## src/rtl/cache_req_arbiter.sv

```systemverilog
// Round-robin arbiter and access sequencer for two requesters sharing the 4-way cache.
// Serialises one cache access at a time, aborts on timeout and keeps saturating hit/miss counts.
module cache_req_arbiter #(
  parameter int ADDR_W  = 32,
  parameter int DATA_W  = 32,
  parameter int TIMEOUT = 64,
  parameter int CNT_W   = 16
) (
  input  logic              clk,
  input  logic              rst,

  input  logic              r0_req,
  input  logic              r0_wr,
  input  logic [ADDR_W-1:0] r0_addr,
  input  logic [DATA_W-1:0] r0_wdata,
  output logic              r0_ack,
  output logic              r0_err,

  input  logic              r1_req,
  input  logic              r1_wr,
  input  logic [ADDR_W-1:0] r1_addr,
  input  logic [DATA_W-1:0] r1_wdata,
  output logic              r1_ack,
  output logic              r1_err,

  output logic [DATA_W-1:0] rdata,
  output logic              rmiss,

  output logic              c_req,
  output logic              c_wr,
  output logic [ADDR_W-1:0] c_addr,
  output logic [DATA_W-1:0] c_data,
  input  logic              c_response,
  input  logic              c_miss,
  input  logic [DATA_W-1:0] c_out,

  input  logic              clr_stats,
  output logic [CNT_W-1:0]  hit_cnt,
  output logic [CNT_W-1:0]  miss_cnt,
  output logic              busy
);

  localparam int                TMO_W    = $clog2(TIMEOUT);
  localparam logic [TMO_W-1:0]  TMO_LAST = TMO_W'(TIMEOUT - 1);
  localparam logic [CNT_W-1:0]  CNT_MAX  = '1;

  typedef enum logic [1:0] {
    ST_IDLE,
    ST_WAIT,
    ST_ACK
  } state_t;

  state_t             state, state_nxt;
  logic               last_gnt, last_gnt_nxt;
  logic               gnt, gnt_nxt;
  logic [TMO_W-1:0]   tmo_cnt, tmo_nxt;

  logic               c_req_nxt;
  logic               c_wr_nxt;
  logic [ADDR_W-1:0]  c_addr_nxt;
  logic [DATA_W-1:0]  c_data_nxt;
  logic               r0_ack_nxt, r0_err_nxt;
  logic               r1_ack_nxt, r1_err_nxt;
  logic [DATA_W-1:0]  rdata_nxt;
  logic               rmiss_nxt;
  logic [CNT_W-1:0]   hit_nxt, miss_nxt;
  logic               busy_nxt;

  logic               pick;
  logic               done;
  logic               timed_out;

  // Requester 1 is picked when it asks alone, or when both ask and r0 was served last.
  assign pick = (r0_req && r1_req) ? ~last_gnt : ~r0_req;

  // NOTE: every variable driven here gets a default first, so no path leaves it
  // unassigned and no latch is inferred.
  always_comb begin
    state_nxt    = state;
    last_gnt_nxt = last_gnt;
    gnt_nxt      = gnt;
    tmo_nxt      = tmo_cnt;
    c_req_nxt    = c_req;
    c_wr_nxt     = c_wr;
    c_addr_nxt   = c_addr;
    c_data_nxt   = c_data;
    r0_ack_nxt   = 1'b0;
    r0_err_nxt   = 1'b0;
    r1_ack_nxt   = 1'b0;
    r1_err_nxt   = 1'b0;
    rdata_nxt    = rdata;
    rmiss_nxt    = rmiss;
    hit_nxt      = hit_cnt;
    miss_nxt     = miss_cnt;
    done         = 1'b0;
    timed_out    = 1'b0;

    unique case (state)
      ST_IDLE: begin
        if (r0_req || r1_req) begin
          gnt_nxt      = pick;
          last_gnt_nxt = pick;
          c_req_nxt    = 1'b1;
          c_wr_nxt     = pick ? r1_wr    : r0_wr;
          c_addr_nxt   = pick ? r1_addr  : r0_addr;
          c_data_nxt   = pick ? r1_wdata : r0_wdata;
          tmo_nxt      = '0;
          state_nxt    = ST_WAIT;
        end
      end

      ST_WAIT: begin
        // A response on the final allowed cycle still counts as a completion.
        if (c_response) begin
          done      = 1'b1;
          rdata_nxt = c_out;
          rmiss_nxt = c_miss;
          if (c_miss) begin
            miss_nxt = (miss_cnt == CNT_MAX) ? miss_cnt : miss_cnt + 1'b1;
          end else begin
            hit_nxt  = (hit_cnt == CNT_MAX) ? hit_cnt : hit_cnt + 1'b1;
          end
        end else if (tmo_cnt == TMO_LAST) begin
          done      = 1'b1;
          timed_out = 1'b1;
          rdata_nxt = '0;
          rmiss_nxt = 1'b0;
        end else begin
          tmo_nxt   = tmo_cnt + 1'b1;
        end

        if (done) begin
          c_req_nxt  = 1'b0;
          r0_ack_nxt = ~gnt;
          r1_ack_nxt = gnt;
          r0_err_nxt = ~gnt & timed_out;
          r1_err_nxt = gnt & timed_out;
          state_nxt  = ST_ACK;
        end
      end

      ST_ACK: begin
        state_nxt = ST_IDLE;
      end

      default: begin
        state_nxt = ST_IDLE;
        c_req_nxt = 1'b0;
      end
    endcase

    // Clearing takes priority over an increment landing in the same cycle.
    if (clr_stats) begin
      hit_nxt  = '0;
      miss_nxt = '0;
    end

    busy_nxt = (state_nxt != ST_IDLE);
  end

  // NOTE: state registers use non-blocking assignments so every flop samples
  // the values computed above from the same clock edge.
  always_ff @(posedge clk or posedge rst) begin
    if (rst) begin
      state    <= ST_IDLE;
      last_gnt <= 1'b1;
      gnt      <= 1'b0;
      tmo_cnt  <= '0;
      c_req    <= 1'b0;
      c_wr     <= 1'b0;
      c_addr   <= '0;
      c_data   <= '0;
      r0_ack   <= 1'b0;
      r0_err   <= 1'b0;
      r1_ack   <= 1'b0;
      r1_err   <= 1'b0;
      rdata    <= '0;
      rmiss    <= 1'b0;
      hit_cnt  <= '0;
      miss_cnt <= '0;
      busy     <= 1'b0;
    end else begin
      state    <= state_nxt;
      last_gnt <= last_gnt_nxt;
      gnt      <= gnt_nxt;
      tmo_cnt  <= tmo_nxt;
      c_req    <= c_req_nxt;
      c_wr     <= c_wr_nxt;
      c_addr   <= c_addr_nxt;
      c_data   <= c_data_nxt;
      r0_ack   <= r0_ack_nxt;
      r0_err   <= r0_err_nxt;
      r1_ack   <= r1_ack_nxt;
      r1_err   <= r1_err_nxt;
      rdata    <= rdata_nxt;
      rmiss    <= rmiss_nxt;
      hit_cnt  <= hit_nxt;
      miss_cnt <= miss_nxt;
      busy     <= busy_nxt;
    end
  end

endmodule
```

## config.mk

```make
export PLATFORM = sky130hd
export DESIGN_NAME = cache_req_arbiter
export DESIGN_NICKNAME = d
export VERILOG_FILES = /design/src/rtl/cache_req_arbiter.sv
export SDC_FILE = /design/constraint.sdc
export NUM_CORES = 1
export LEC_CHECK = 0
export BUFFER_PORTS_ARGS = -buffer_cell sky130_fd_sc_hd__buf_2
export CORE_UTILIZATION = 47
export DETAILED_ROUTE_END_ITERATION = 8
export HOLD_SLACK_MARGIN = 0.06
export PLACE_DENSITY = 0.77
export SLEW_MARGIN = 5
export SYNTH_ARGS = -nofsm -noshare
export SYNTH_HDL_FRONTEND = slang
export SYNTH_SLANG_ARGS = --single-unit
```

## constraint.sdc

```tcl
create_clock -name clk -period 4.9 [get_ports clk]
set_input_delay 0 -clock clk [delete_from_list [all_inputs] [get_ports clk]]
set_output_delay 0 -clock clk [all_outputs]
set_load 0.03 [all_outputs]
```

==> flow_summary.yaml, run 1 <==
outcome:
  outcome: "completed"
critical_path:
  reg2reg_to: "c_data[4]$_DFFE_PP0P_"
  arrival_ns: 2.85
  ff2ff_path_depth: 5
  cp.required_ns: 5.16
  r2r_slack_ns: 2.31
  startpoint: "last_gnt$_DFFE_PP1P_"
  crit_chain: "o21ai_4 > buf_4 > mux2i_1 > dlygate4sd3_1 > a21oi_1"
  r2r-start: "last_gnt$_DFFE_PP1P_"
  critPathBufInv: 2
  start_kind: "flop"
  crit_path_top_delay_cell: "buf_4"
  path_class: "flop to flop"
  cp-end-kind: "flop"
  cp_top_family: "buffers and inverters"
  slowest_delay_ns: 0.84
  crit_fanout: 67
timing:
  finalClockSkew_ns: 0.0121
  max_slew_margin_pct: 23.6
  fmax_mhz: 386
  grt_setup_unrepaired: "no"
  finalSetupViolCount: 0
  fin_tns_setup_ns: 0
  layout_setup_ws_ns: 2.31
  fin_crit_ns: 2.59
  drv_slew: 0
  hold_viol: 0
  worstMarginPinSlew_ns: 1.15
  timing.final.crit_share_pct: 52.9
floorplanning:
  fp.dieH_um: 121
  io_pins: 305
  die-width_um: 121
  coreArea_um2: 13500
  die-area_um2: 14500
  row_count: 42
  start_util_pct: 49.0
min_path:
  worst_hold_path.endpoint: "rmiss$_DFFE_PP0P_"
  hp-start: "c_miss"
  min_path_cells: 3
  hold_path_class: "input port to flop"
yosys:
  yosysTopAreaCell: "dfrtp_1"
  synth_area_um2: 6610
  avgSynthCellArea_um2: 10.7
  synth_ff_type: "dfrtp_1"
  synth-edff-count: 0
  synth_area_leaders: "dfrtp_1, mux2i_1, a21oi_1"
  ys_seq_area_share_pct: 55.3
  synthesis.instances: 619
  ys_seq_elements: 146
  synth-async-reset-ratio_pct: 100
  synth-warning-count: 0
  synth.top_cell.area_share_pct: 54.9
  synth_cell_types: 46
  syn-num-nets: 791
power_and_ir_drop:
  peakVddDrop_mv: 0.397
  p_leak_nw: 5.19
  p_per_area_nw_per_um2: 556
  p_total_mw: 5.88
placed_design:
  port_buffers: 304
  pre_cts_slack_ns: 2.53
  hpwl_um: 13000
  gp_congestion: 0.848
  dp_cells: 1069
global_routing:
  grtUsageMet1_pct: 38.7
  gr-usage-met3_pct: 7.78
  grt_usage_pct: 33.6
  globalRouteOverflowTotal: 0
  top_usage_layer: "met2"
  grt_pass1_vias: 7190
  grt_pass1_wl_um: 36900
  grt_max_degree: 95
  grt_use_met2_pct: 56.2
  antenna_found_initial: 4
cts:
  cts.clk_slew.worst_paths_ns: 0.06
  ctsResizeCount: 0
  cts_sinks: 146
  cts.htree.levels: 4
  clockBufferDepth: 2
  cts_made_buffers: 17
  worst_skew_pair.late_latency_ns: 0.42
  cts_tree: "built"
  cts-root-buf: "clkbuf_16"
route:
  post_drt_via_cell_ratio: 5.66
  drc: 0
  num_vias: 7189
  first_pass_iters: 5
  ant_nets: 0
  drt-total-wl_um: 24100
  wl_per_cell_um: 19.0
  drt-initial-drc-count: 588
finish:
  synthToLayoutAreaGrowth_pct: 59.9
  nFillCells: 834
  stdcell_count: 1271
  final_core_util_pct: 78.3
  nNetsFinal: 1250
  drive_gt1_share_pct: 32.7
job:
  maxCapViolCount: 0
cell type report:
class | instances | area (um^2) | area share (%)
diodes | 5 | 12.5 | 0.118
clock buffers | 22 | 464 | 4.39
clock inverters | 9 | 155 | 1.47
inverters | 11 | 46.3 | 0.438
multi-input cells | 427 | 2800 | 26.5
flip-flops and latches | 146 | 3650 | 34.6
well taps | 176 | 220 | 2.08
repair buffers | 475 | 3220 | 30.5
cells in the final DEF, fill, tap and decap left out, types with 4 or more instances in the layout:
cell type,instances
a22o_1,35
dfrtp_1,145
o31ai_1,7
bufinv_16,4
a21oi_1,86
diode_2,5
o41ai_1,4
nor2_1,81
or3_1,8
nor4_1,8
nand2_1,16
buf_4,5
mux2i_1,68
nor2b_1,9
o211ai_1,5
nand3_1,15
nand4_1,12
o21ai_0,10
dlygate4sd3_1,166
or4_1,12
buf_2,304
clkbuf_16,17
mux2_2,8
inv_1,10
nor3_1,7
cells in the mapped netlist, types with 9 or more instances:
master / count
o21ai_0: 10
nand3_1: 15
nand4_1: 12
nor2_1: 81
dfrtp_1: 145
mux2i_1: 68
or4_1: 12
a22o_1: 35
nor2b_1: 9
a21oi_1: 86
nand2_1: 16
inv_1: 11
clkbuf_1: 26
routing by layer:
| metal | up-vias | part of all wire, % |
|---|---|---|
| met2 | 407 | 49 |
| met4 | 0 | 6.1 |
| met1 | 3470 | 37 |
| met3 | 110 | 7.2 |
| li1 | 3202 | - |
| met5 | - | 0 |
logic make-up (layout without fill, tap and decap cells):
group           count (synthesis)  after routing  synth area share (%)
simple gates                  186            186                  14.2
compound gates                162            162                  15.6
flops                         146            146                  55.3
mux                            76             76                  11.7
buf+inv                        46            517                  2.73
fa+ha+maj                       3              3                 0.568
other cells                     0              5                     0
report_power, final:
part           switching, mW  internal (mW)  leakage [nW]
Sequential             0.293           1.65          1.78
Combinational           1.71          0.856          3.11
Clock                  0.497          0.876         0.300
registers in the layout, indices dropped and copies added, names as in the netlist:
| name | flops |
|---|---|
| r0_err | 1 |
| hit_cnt | 16 |
| busy | 1 |
| rmiss | 1 |
| gnt | 1 |
| c_req | 1 |
| r1_err | 1 |
| c_addr | 32 |
| c_data | 32 |
| r0_ack | 1 |
| c_wr | 1 |
| state | 2 |
| miss_cnt | 16 |
| rdata | 32 |
| last_gnt | 1 |
| r1_ack | 1 |
| tmo_cnt | 6 |
per-stage QoR:
step           hold slack (ns)  cell area [um^2]
2_1_floorplan            0.140              6610
3_3_place_gp             0.222              8280
3_5_place_dp             0.228              8280
4_1_cts                 0.0910             10600
5_1_grt                  0.126             10600
6_report                 0.105             10600
how the worst max path moves through the flow:
stage	slack, ns	depth (start not counted)	to
3_3_place_gp	2.58	4	miss_cnt[13]$_DFFE_PP0P_
5_1_grt	2.22	5	c_data[4]$_DFFE_PP0P_
6_report	2.31	5	c_data[4]$_DFFE_PP0P_
4_1_cts	2.40	5	c_addr[0]$_DFFE_PP0P_
2_1_floorplan	0.98	1	busy$_DFF_PP0_
3_5_place_dp	2.53	4	miss_cnt[13]$_DFFE_PP0P_
tightest hold or removal path, stage by stage:
cell and delay, ns:
buf_2 0.09, and4b_1 0.30, a21o_1 0.11
repair_timing:
| action | CTS | global route |
|---|---|---|
| buffers inserted | 0 | 0 |
| endpoints found under the hold margin | 193 | 0 |
| hold buffers | 166 | 0 |
No activity file was read; power rests on OpenSTA's default activity.
==> run 2: changes to the inputs <==
==> constraint.sdc (replaced) <==
create_clock -name clk -period 2.45 [get_ports clk]
set_input_delay 0 -clock clk [delete_from_list [all_inputs] [get_ports clk]]
set_output_delay 0 -clock clk [all_outputs]
set_load 0.03 [all_outputs]
==> flow_summary.yaml, run 2 (same netlist as run 1, synthesis figures left out) <==
min_path:
  worst_hold_path.endpoint: "miss_cnt[10]$_DFFE_PP0P_"
  min_path_cells: 2
  hold_path_class: "input port to flop"
  hp-start: "clr_stats"
cts:
  cts_made_buffers: 17
  cts_tree: "built"
  ctsResizeCount: 0
  cts.htree.levels: 4
  clockBufferDepth: 2
  cts_sinks: 146
  cts.clk_slew.worst_paths_ns: 0.07
  worst_skew_pair.late_latency_ns: 0.42
  postCtsSetupRepairBufs: 0
  cts-root-buf: "clkbuf_16"
power_and_ir_drop:
  p_leak_nw: 5.24
  peakVddDrop_mv: 0.773
  p_per_area_nw_per_um2: 1100
  power_frac_seq_pct: 33.3
  power_frac_clock_pct: 22.0
  p_switching_mw: 5.16
  p_comb_share_pct: 44.7
  power.share.switching_pct: 43.9
  p_total_mw: 11.7
  power.internal_mw: 6.59
route:
  ant_nets: 0
  post_drt_via_cell_ratio: 5.62
  drc: 0
  wl_per_cell_um: 19.1
  drt-initial-drc-count: 548
  drt-total-wl_um: 24600
  num_vias: 7222
  first_pass_iters: 5
floorplanning:
  die-area_um2: 14500
  io_pins: 305
  start_util_pct: 49.0
  fp.dieH_um: 121
  coreArea_um2: 13500
  die-width_um: 121
  row_count: 42
placed_design:
  hpwl_um: 13600
  port_buffers: 304
  gp_congestion: 0.828
timing:
  max_slew_margin_pct: 49.9
  fin_tns_setup_ns: 0
  fin_crit_ns: 2.20
  hold_viol: 0
  grt_setup_unrepaired: "no"
  fmax_mhz: 454
  finalClockSkew_ns: 0.0110
  timing.final.crit_share_pct: 89.9
  worstMarginPinSlew_ns: 0.746
  finalSetupViolCount: 0
  drv_slew: 0
global_routing:
  grt_max_degree: 82
  grt_pass1_wl_um: 37700
  globalRouteOverflowTotal: 0
  grt_pass1_vias: 7373
  grt_usage_pct: 34.3
  antenna_found_initial: 3
critical_path:
  arrival_ns: 2.50
  cp.required_ns: 2.74
  r2r_slack_ns: 0.25
  ff2ff_path_depth: 5
  r2r-start: "last_gnt$_DFFE_PP1P_"
  crit_fanout: 10
  start_kind: "flop"
  reg2reg_to: "c_data[8]$_DFFE_PP0P_"
  cp-end-kind: "flop"
  path_class: "flop to flop"
finish:
  drive_gt1_share_pct: 33.8
  final_cell_mix: "buf_2, dlygate4sd3_1, dfrtp_1"
  final-seq-area_um2: 3650
  top_regs: "c_addr: 32 flops, c_data: 32 flops, rdata: 32 flops"
  synthToLayoutAreaGrowth_pct: 61.9
  layout_commonest_cell: "buf_2"
  nFillCells: 809
  multi_input_area_um2: 2810
  nNetsFinal: 1264
job:
  maxCapViolCount: 0
outcome:
  outcome: "completed"
[run 2: power by group through the flow]
stage | Combinational, mW | Clock (mW) | Sequential (mW)
3_3_place_gp | 4.63 | 0 | 3.80
2_1_floorplan | 1.59 | 0 | 5.40
3_5_place_dp | 4.71 | 0 | 3.82
6_report | 5.25 | 2.58 | 3.91
4_1_cts | 5.04 | 2.59 | 3.81
5_1_grt | 5.53 | 2.72 | 3.99
[run 2: final cells by class]
type	instances	area share [%]
flip-flops and latches	146	34.2
repair buffers	488	31.6
multi-input cells	428	26.2
clock buffers	17	3.98
well taps	176	2.06
clock inverters	15	1.50
inverters	11	0.421
diodes	4	0.0935
[run 2: worst max-delay path by stage]
stage                                        from                        to  slack, ns  cells past startpoint
after floorplan           miss_cnt[3]$_DFFE_PP0P_  miss_cnt[13]$_DFFE_PP0P_       0.39                      4
after global placement         state[1]$_DFF_PP0_   miss_cnt[9]$_DFFE_PP0P_       0.49                      5
after detailed placement  miss_cnt[3]$_DFFE_PP0P_  miss_cnt[13]$_DFFE_PP0P_       0.45                      4
after CTS                    last_gnt$_DFFE_PP1P_     c_data[2]$_DFFE_PP0P_       0.16                      5
after global routing         last_gnt$_DFFE_PP1P_     c_data[1]$_DFFE_PP0P_       0.21                      5
final                        last_gnt$_DFFE_PP1P_     c_data[8]$_DFFE_PP0P_       0.25                      5
[run 2: repair_timing]
action / in CTS / in global routing
endpoints found under the setup margin: 0 / 3
hold buffers: 166 / 0
endpoints found under the hold margin: 123 / 0
[run 2: critical path, stage by stage, from the launching register on]
cell and delay, ns:
dfstp_2 0.40, o21ai_4 0.45, buf_4 0.28, mux2i_1 0.26, dlygate4sd3_1 0.60, a21oi_1 0.08
[run 2: through the flow]
step | utilization (%) | setup WS [ns] | instances | hold slack [ns] | instance area [um^2]
final | 79.2 | 0.246 | 1285 | 0.112 | 10700
after floorplan | - | 0.386 | 619 | 0.140 | 6620
after CTS | 79.1 | 0.156 | 1280 | 0.108 | 10700
after global routing | 79.2 | 0.214 | 1284 | 0.124 | 10700
after global placement | 62.5 | 0.489 | 1082 | 0.0781 | 8440
after detailed placement | 62.5 | 0.454 | 1082 | 0.0782 | 8440
[run 2: layer usage]
metal	share of wire [%]	track usage (%)	wire length [um]
met5	0	0	0
met4	6.1	22.5	1510
met3	7.2	9.15	1770
met2	50	58.3	12400
met1	36	37.7	8920
